<file path="src/rtl/cpu_pkg.sv">
// ============================================================================
// Module   : cpu_pkg
// Brief    : Shared types and constants for the R/I/J CPU front end.
// Revision : 1.0 - initial release
// ============================================================================
`default_nettype none

package cpu_pkg;

    typedef enum logic [1:0] {
        RST_IDLE = 2'd0,
        REQ      = 2'd1,
        EXEC     = 2'd2
    } fetch_state_t;

    // Next-PC select encodings, shared with the instruction decoder.
    localparam logic [1:0] PCS_SEQ = 2'b00;
    localparam logic [1:0] PCS_JR  = 2'b01;
    localparam logic [1:0] PCS_BR  = 2'b10;
    localparam logic [1:0] PCS_J   = 2'b11;

    localparam logic [31:0] DEFAULT_RESET_PC = 32'h0000_0000;

endpackage

`default_nettype wire

</file>
<file path="src/rtl/next_pc_calc.sv">
// ============================================================================
// Module   : next_pc_calc
// Brief    : Combinational next-PC selection (sequential, jr, branch, jump).
// Revision : 1.0 - initial release
// ============================================================================
`default_nettype none

module next_pc_calc
    import cpu_pkg::*;
(
    input  logic [31:0] pc_plus4,
    input  logic [1:0]  PC_s,
    input  logic [15:0] imm16,
    input  logic [25:0] instr_index,
    input  logic [31:0] rs_data,
    output logic [31:0] next_pc,
    output logic        misalign
);

    logic [31:0] w_br_offset;

    assign w_br_offset = {{14{imm16[15]}}, imm16, 2'b00};

    always_comb begin
        next_pc  = pc_plus4;
        misalign = 1'b0;
        case (PC_s)
            PCS_SEQ: next_pc = pc_plus4;
            PCS_JR: begin
                // Low bits are forced to zero; a non-zero value is only flagged.
                next_pc  = {rs_data[31:2], 2'b00};
                misalign = |rs_data[1:0];
            end
            PCS_BR:  next_pc = pc_plus4 + w_br_offset;
            PCS_J:   next_pc = {pc_plus4[31:28], instr_index, 2'b00};
            default: next_pc = pc_plus4;
        endcase
    end

endmodule

`default_nettype wire

</file>
<file path="src/rtl/pc_fetch_unit.sv">
// ============================================================================
// Module   : pc_fetch_unit
// Brief    : PC register and instruction fetch over a ready handshake.
// Revision : 1.0 - initial release
// ============================================================================
`default_nettype none

module pc_fetch_unit
    import cpu_pkg::*;
#(
    parameter logic [31:0] RESET_PC = DEFAULT_RESET_PC
)
(
    input  logic        clk,
    input  logic        rst_n,
    output logic        imem_req,
    output logic [31:0] imem_addr,
    input  logic        imem_ready,
    input  logic [31:0] imem_rdata,
    input  logic        hold,
    input  logic [1:0]  PC_s,
    input  logic [31:0] rs_data,
    output logic        instr_valid,
    output logic [5:0]  OP,
    output logic [5:0]  func,
    output logic [4:0]  rs,
    output logic [4:0]  rt,
    output logic [4:0]  rd,
    output logic [15:0] imm16,
    output logic [25:0] instr_index,
    output logic [31:0] pc,
    output logic [31:0] pc_plus4,
    output logic        align_err
);

    fetch_state_t r_state;
    logic [31:0]  r_pc;
    logic [31:0]  r_ir;
    logic         r_imem_req;
    logic         r_instr_valid;
    logic         r_align_err;

    logic [31:0]  w_pc_plus4;
    logic [31:0]  w_next_pc;
    logic         w_misalign;

    assign w_pc_plus4 = r_pc + 32'd4;

    next_pc_calc u_next_pc_calc (
        .pc_plus4    (w_pc_plus4),
        .PC_s        (PC_s),
        .imm16       (r_ir[15:0]),
        .instr_index (r_ir[25:0]),
        .rs_data     (rs_data),
        .next_pc     (w_next_pc),
        .misalign    (w_misalign)
    );

    // Request and valid are registered alongside the state so they track it exactly.
    always_ff @(posedge clk or negedge rst_n) begin
        if (!rst_n) begin
            r_state       <= RST_IDLE;
            r_pc          <= RESET_PC;
            r_ir          <= 32'h0;
            r_imem_req    <= 1'b0;
            r_instr_valid <= 1'b0;
            r_align_err   <= 1'b0;
        end else begin
            case (r_state)
                RST_IDLE: begin
                    r_state    <= REQ;
                    r_imem_req <= 1'b1;
                end
                REQ: begin
                    if (imem_ready) begin
                        r_ir          <= imem_rdata;
                        r_state       <= EXEC;
                        r_imem_req    <= 1'b0;
                        r_instr_valid <= 1'b1;
                    end
                end
                EXEC: begin
                    if (!hold) begin
                        r_pc          <= w_next_pc;
                        r_align_err   <= r_align_err | w_misalign;
                        r_state       <= REQ;
                        r_imem_req    <= 1'b1;
                        r_instr_valid <= 1'b0;
                    end
                end
                default: begin
                    r_state       <= RST_IDLE;
                    r_imem_req    <= 1'b0;
                    r_instr_valid <= 1'b0;
                end
            endcase
        end
    end

    assign imem_req    = r_imem_req;
    assign imem_addr   = r_pc;
    assign instr_valid = r_instr_valid;
    assign OP          = r_ir[31:26];
    assign func        = r_ir[5:0];
    assign rs          = r_ir[25:21];
    assign rt          = r_ir[20:16];
    assign rd          = r_ir[15:11];
    assign imm16       = r_ir[15:0];
    assign instr_index = r_ir[25:0];
    assign pc          = r_pc;
    assign pc_plus4    = w_pc_plus4;
    assign align_err   = r_align_err;

endmodule

`default_nettype wire

</file>
<file path="config.mk">
export PLATFORM = sky130hd
export DESIGN_NAME = pc_fetch_unit
export DESIGN_NICKNAME = d
export VERILOG_FILES = /design/src/rtl/cpu_pkg.sv /design/src/rtl/next_pc_calc.sv /design/src/rtl/pc_fetch_unit.sv
export SDC_FILE = /design/constraint.sdc
export NUM_CORES = 1
export LEC_CHECK = 0
export ABC_AREA = 1
export CAP_MARGIN = 20
export CORE_MARGIN = 2
export CORE_UTILIZATION = 50
export CTS_CLUSTER_SIZE = 14
export DETAILED_ROUTE_END_ITERATION = 7
export GPL_TIMING_DRIVEN = 0
export PLACE_DENSITY = 0.85
export SETUP_SLACK_MARGIN = 0.15
export SKIP_CTS_REPAIR_TIMING = 1
export SLEW_MARGIN = 10
export SYNTH_ARGS = -nofsm -noshare
export SYNTH_HDL_FRONTEND = slang
export SYNTH_HIERARCHICAL = 1
export SYNTH_SLANG_ARGS = --single-unit
</file>
<file path="constraint.sdc">
create_clock -name clk -period 4.8 [get_ports clk]
set_input_delay 0.72 -clock clk [delete_from_list [all_inputs] [get_ports clk]]
set_output_delay 0.72 -clock clk [all_outputs]
set_load 0.005 [all_outputs]
</file>
==> qor.csv, run 1 <==
metric;value;unit
die_h;122;µm
cts-root-buf;clkbuf_16;
n_fill_cell;1137;
htreeDepth;3;
p_leak;0.00497;µW
arrival;3790;ps
grt_usage;34.2;%
grt_max_degree;37;
start_util;51.8;%
rows;42;
place_area;9520;µm²
skew;11.0;ps
cts_sinks;68;
grt_pass1_wl;38500;µm
gp_congestion;0.974;
yosysUniqueCellTypes;40;
numCtsBuffers;9;
max_cap_violations;0;
irDropWorstVdd;0.000375;V
crit_buf_inv;1;
start_kind;flip-flop;
crit_path_top_delay_cell;dfrtp_1;
slew_viol_final;0;
dieWidth;122;µm
worst_hold_slack;318;ps
rsz0062_at_grt;no;
wl_per_cell;16.7;µm
synth_area;6910;µm²
hold_viol_final;0;
yosysTopAreaCell;dfrtp_1;
synth-main-ff-cell;dfrtp_1;
path_cells;ha_1 > nand2_1 > nor2_1 > nand2_2 > nor2_2 > xor2_1 > ha_1 > nand2_2 > inv_1 > a21oi_1 > nand3_1 > nand2_1 > nand3b_1 > nand3_1 > nand4_1 > mux2_2;
syn-num-nets;1189;
drive_gt1_share;13.6;%
synthCells;1088;
num_vias;7872;
setup_viol;0;
synth_top_area_share;24.6;%
clk-insertion-delay-late;340;ps
fin_tns_setup;0;ps
critPathKind;flip-flop to flip-flop;
status;finished clean;
finalCritPeriodShare;74.2;%
fmax;281;MHz
worst-slew-pin-transition;767;ps
finalInstanceArea;9800;µm²
first_global_vias;7425;
total_power;6840;µW
yosysWarnings;6;
fin_crit;3560;ps
drtAntennaViolNets;0;
worstSetupEndpointType;flip-flop;
grt-ovfl-total;0;
mostFrequentLayoutCell;nand2_1;
synthToLayoutAreaGrowth;41.9;%
dr.pass1.iters;5;
crit_fanout;5;
r2r_start;imem_addr[3];
drt-total-wl;25300;µm
ys_seq_elements;68;
ys_top_cells_by_area;dfrtp_1 25%, nand2_1 24%, buf_4 8.3%;
r2r_setup_slack;1240;ps
first_iter_violations;714;
hold_class;input pin to async pin;
cp.required;5030;ps
p_per_area;698;nW/µm²
place_hpwl;20600;µm
cts_tree;done;
core_area;13300;µm²
synth.avg_cell_area;6.35;µm²
r2r-end;imem_addr[22];
synth_enable_flop_cells;0;
relSlewSlack;48.9;%
antenna_cells;0;
clk_pin_slew_worst_paths;60;ps
drc;0;
antenna_found_initial;0;
routed_via_density;5.19;
die_area;14800;µm²
yosysSeqAreaShare;24.6;%
io_pins;238;
final_nets;1438;
cp_top_family;simple AND/OR/NAND/NOR gates;
synth_async_sr_flop_share;100;%
clockBufferDepth;2;
layout_common_cells;438 x nand2_1, 236 x clkdlybuf4s50_1, 126 x inv_1, 78 x nor2_1, 77 x buf_4;
io_buffers;237;
slowest_delay;420;ps
rr_worst_depth;16;
==> how the worst max path moves through the flow <==
stage	from	endpoint	slack, ps	cells after the start
finish	imem_addr[3]	imem_addr[22]	1240	16
floorplan	imem_addr[3]	imem_addr[17]	1990	17
CTS	imem_addr[3]	imem_addr[22]	1290	16
global route	imem_addr[3]	imem_addr[22]	1040	16
detailed placement	imem_addr[3]	imem_addr[22]	1320	16
global placement	rst_n	r_ir[15]	690	1
==> layer usage <==
layer	up-vias	wire length (µm)	track usage, %
met1	3616	10300	44.2
met3	41	2370	7.02
li1	3847	-	-
met5	-	0	0
met4	0	592	12.6
met2	368	12000	56.6
==> layout make-up <==
type / count / area, µm² / area share (%)
inverter: 128 / 480 / 4.90
sequential: 68 / 1700 / 17.4
buffer: 91 / 638 / 6.51
clock inverter: 6 / 46.3 / 0.472
clock buffer: 10 / 239 / 2.44
multi-input combinational: 801 / 4090 / 41.7
timing repair buffer: 238 / 2390 / 24.4
tap: 176 / 220 / 2.25
==> cell families after synthesis <==
group | share of synthesized area, %
AO/OA/AOI/OAI | 5.67
XOR/XNOR | 2.14
adder cells (fa/ha/maj) | 5.72
buffers and inverters | 16.2
flip-flops | 24.6
multiplexers | 4.08
AND/OR/NAND/NOR | 41.6
==> synth_stat cells (2+ instances only) <==
| library cell | count |
|---|---|
| o21bai_1 | 3 |
| nor3_1 | 3 |
| nor2_1 | 78 |
| nand2_1 | 438 |
| nor2_2 | 12 |
| and2_1 | 4 |
| a21oi_2 | 3 |
| xor2_1 | 11 |
| xnor2_1 | 4 |
| nor3_2 | 2 |
| nand3_2 | 4 |
| dfrtp_1 | 68 |
| ha_1 | 30 |
| nand4_1 | 29 |
| buf_2 | 9 |
| a21oi_1 | 38 |
| clkbuf_1 | 6 |
| o21ai_0 | 9 |
| nand3b_1 | 11 |
| nor2_4 | 6 |
| inv_2 | 2 |
| buf_4 | 76 |
| or2_2 | 5 |
| mux2_2 | 25 |
| a221oi_1 | 6 |
| inv_1 | 126 |
| nand2_2 | 15 |
| nand3_1 | 53 |
==> registers in the layout, indices dropped and copies added, names as in the netlist <==
signal,flops
align_err,1
r_state,2
imem_addr,32
instr_valid,1
r_ir,32
==> stage by stage <==
stage,setup WS [ps],std cells,utilization (%)
final,1240,1518,73.4
after global routing,1040,1518,73.4
after CTS,1290,1518,73.4
after detailed placement,1320,1502,71.3
after global placement,694,1501,71.2
after floorplan,1990,1088,-
==> power breakdown <==
part           total [µW]  internal (µW)  switching (µW)  leakage [µW]
clock network         639            367             272      0.000135
logic                4880           2420            2460       0.00400
registers            1320            831             486      0.000834
total                6840           3620            3220       0.00497
No activity file was read; power rests on OpenSTA's default activity.
==> run 2: changes to the inputs <==
--- a/config.mk
+++ b/config.mk
@@ -8,11 +8,11 @@
 export ABC_AREA = 1
 export CAP_MARGIN = 20
 export CORE_MARGIN = 2
-export CORE_UTILIZATION = 50
+export CORE_UTILIZATION = 47
 export CTS_CLUSTER_SIZE = 14
 export DETAILED_ROUTE_END_ITERATION = 7
 export GPL_TIMING_DRIVEN = 0
-export PLACE_DENSITY = 0.85
+export PLACE_DENSITY = 0.81
 export SETUP_SLACK_MARGIN = 0.15
 export SKIP_CTS_REPAIR_TIMING = 1
 export SLEW_MARGIN = 10
==> constraint.sdc (replaced) <==
create_clock -name clk -period 3.72 [get_ports clk]
set_input_delay 0.558 -clock clk [delete_from_list [all_inputs] [get_ports clk]]
set_output_delay 0.558 -clock clk [all_outputs]
set_load 0.005 [all_outputs]
==> run 2 against run 1 <==
Worst setup slack got worse by 920 ps. Final cell count increased by 0.66%. Flip-flop and latch count unchanged. Combinational power increased by 31%. Sequential share of layout area decreased by 0.22 points. Sequential power increased by 30%. Register-to-register slack got worse by 920 ps. Critical path type unchanged. Non-clock buffer count increased by 3.
==> qor.csv, run 2 (synthesized netlist as in run 1, its figures left out) <==
metric;value;unit
place_area;9540;µm²
slew_viol_final;0;
cts-root-buf;clkbuf_16;
layout_common_cells;437 x nand2_1, 236 x clkdlybuf4s50_1, 126 x inv_1, 80 x buf_4, 74 x nor2_1;
final_util;68.9;%
grt_max_degree;64;
first_iter_violations;803;
worstSetupEndpointType;flip-flop;
drc;0;
cp.required;3940;ps
hold_class;input pin to async pin;
cpMostUsedCell;nand2_1;
grt_pass1_wl;39000;µm
die_h;125;µm
dieWidth;125;µm
mostFrequentLayoutCell;nand2_1;
drt-total-wl;25400;µm
io_pins;238;
irDropWorstVdd;0.000438;V
relSlewSlack;41.7;%
r2r_setup_slack;320;ps
path_cells;nand2_1 > nor2_1 > nand2_4 > nor2_4 > nand2_1 > nand2_1 > nand2_1 > ha_1 > nand2_1 > inv_1 > a21oi_1 > nand2_1 > inv_1 > nand4_1 > nand3_1 > nand4_1 > mux2_2;
grt_usage;31.4;%
first_global_vias;7383;
finalCritPeriodShare;91.4;%
slowest_delay;480;ps
antenna_found_initial;1;
routed_via_density;5.22;
p_leak;0.00500;µW
crit_fanout;6;
die_area;15700;µm²
drtAntennaViolNets;0;
arrival;3620;ps
placedCellCount;1510;
start_kind;flip-flop;
status;finished clean;
num_vias;7981;
fmax;294;MHz
setup_viol;0;
p_per_area;899;nW/µm²
cts_sinks;68;
numCtsBuffers;9;
seq_area;1700;µm²
fin_tns_setup;0;ps
fin_crit;3400;ps
total_power;8940;µW
io_buffers;237;
instances_no_fill;1528;
cts_tree;done;
wl_per_cell;16.6;µm
clk-insertion-delay-late;330;ps
clk_pin_slew_worst_paths;60;ps
rows;44;
synthToLayoutAreaGrowth;43.9;%
multi_input_area;4180;µm²
dr.pass1.iters;6;
start_util;47.9;%
drive_gt1_share;14.7;%
n_fill_cell;1265;
worst-slew-pin-transition;874;ps
crit_path_top_delay_cell;dfrtp_1;
htreeDepth;3;
finalInstanceArea;9940;µm²
rsz0062_at_grt;yes;
place_hpwl;20600;µm
gp_congestion;0.988;
grt-ovfl-total;0;
max_cap_violations;0;
skew;4.81;ps
core_area;14400;µm²
critPathKind;flip-flop to flip-flop;
final_nets;1441;
hold_viol_final;0;
clockBufferDepth;2;
run 2: cell types whose count changed in the layout (fill, tap and decap cells not counted), sizes merged:
cell,before,now
buf,87,90
bufinv,0,1
clkbuf,16,18
clkinv,2,1
clkinvlp,2,0
diode,0,1
inv,130,128
run 2: power breakdown:
group	switching (µW)	internal, µW
Sequential	639	1070
Clock	314	547
Combinational	3190	3180
run 2: final timing paths:
| path | start | cells after the start | end |
|---|---|---|---|
| setup / recovery | imem_addr[5] | 17 | imem_addr[21] |
| hold / removal | rst_n | 1 | r_ir[16] |
| setup reg to reg | imem_addr[5] | 17 | imem_addr[21] |
| hold reg to reg | r_ir[28] | 2 | r_ir[28] |
| max in group asynchronous | rst_n | 2 | imem_addr[10] |
| min in group clk | r_ir[28] | 2 | r_ir[28] |
run 2: layout make-up:
class,instances,share of cell area (%)
antenna,1,0.0252
tap,184,2.32
clock buffer,12,2.58
sequential,68,17.1
timing repair buffer,241,24.3
clock inverter,2,0.352
multi-input combinational,801,42.0
inverter,128,4.83
buffer,91,6.42
run 2: through the flow:
stage                     worst slack (ps)  hold WS (ps)
after CTS                              245          33.8
after floorplan                        912           262
after global placement                -296           461
after detailed placement               279           384
after global routing                   128          40.6
final                                  320          32.3
run 2: routing by layer:
| layer | wire length (µm) | vias to the layer above | global-route usage (%) | share of wire, % |
|---|---|---|---|---|
| met5 | 0 | - | 0 | 0 |
| met4 | 627 | 0 | 8.82 | 2.5 |
| met3 | 2360 | 46 | 4.84 | 9.3 |
| met2 | 12200 | 385 | 53.6 | 48 |
| met1 | 10200 | 3706 | 41.5 | 40 |
| li1 | - | 3844 | - | - |
run 2: critical path: cells and delay by family (launching register included):
family | cells | cell delay (ps)
adders and majority gates | 1 | 390
buffers and inverters | 2 | 140
AOI/OAI and AO/OA | 1 | 270
muxes | 1 | 280
and+or+nand+nor | 12 | 1710
DFF | 1 | 480
==> run 3: changes to the inputs <==
--- a/config.mk
+++ b/config.mk
@@ -8,14 +8,15 @@
 export ABC_AREA = 1
 export CAP_MARGIN = 20
 export CORE_MARGIN = 2
-export CORE_UTILIZATION = 47
+export CORE_UTILIZATION = 50
 export CTS_CLUSTER_SIZE = 14
 export DETAILED_ROUTE_END_ITERATION = 7
 export GPL_TIMING_DRIVEN = 0
-export PLACE_DENSITY = 0.81
+export PLACE_DENSITY = 0.85
 export SETUP_SLACK_MARGIN = 0.15
 export SKIP_CTS_REPAIR_TIMING = 1
-export SLEW_MARGIN = 10
+export SKIP_LAST_GASP = 1
+export SLEW_MARGIN = 20
 export SYNTH_ARGS = -nofsm -noshare
 export SYNTH_HDL_FRONTEND = slang
 export SYNTH_HIERARCHICAL = 1
==> constraint.sdc (replaced) <==
create_clock -name clk -period 4 [get_ports clk]
set_input_delay 0.6 -clock clk [delete_from_list [all_inputs] [get_ports clk]]
set_output_delay 0.6 -clock clk [all_outputs]
set_load 0.005 [all_outputs]
==> results of run 3 <==
Same layout as run 1 (identical final DEF). Status: finished clean.
Main changes from that run: setup slack after placement 1320 ps -> 518 ps; setup slack after layout 1240 ps -> 437 ps; hold slack 318 ps -> 198 ps; register-to-register setup slack 1240 ps -> 440 ps; total power 6840 µW -> 8210 µW; worst IR drop on VDD 0.000375 V -> 0.000450 V
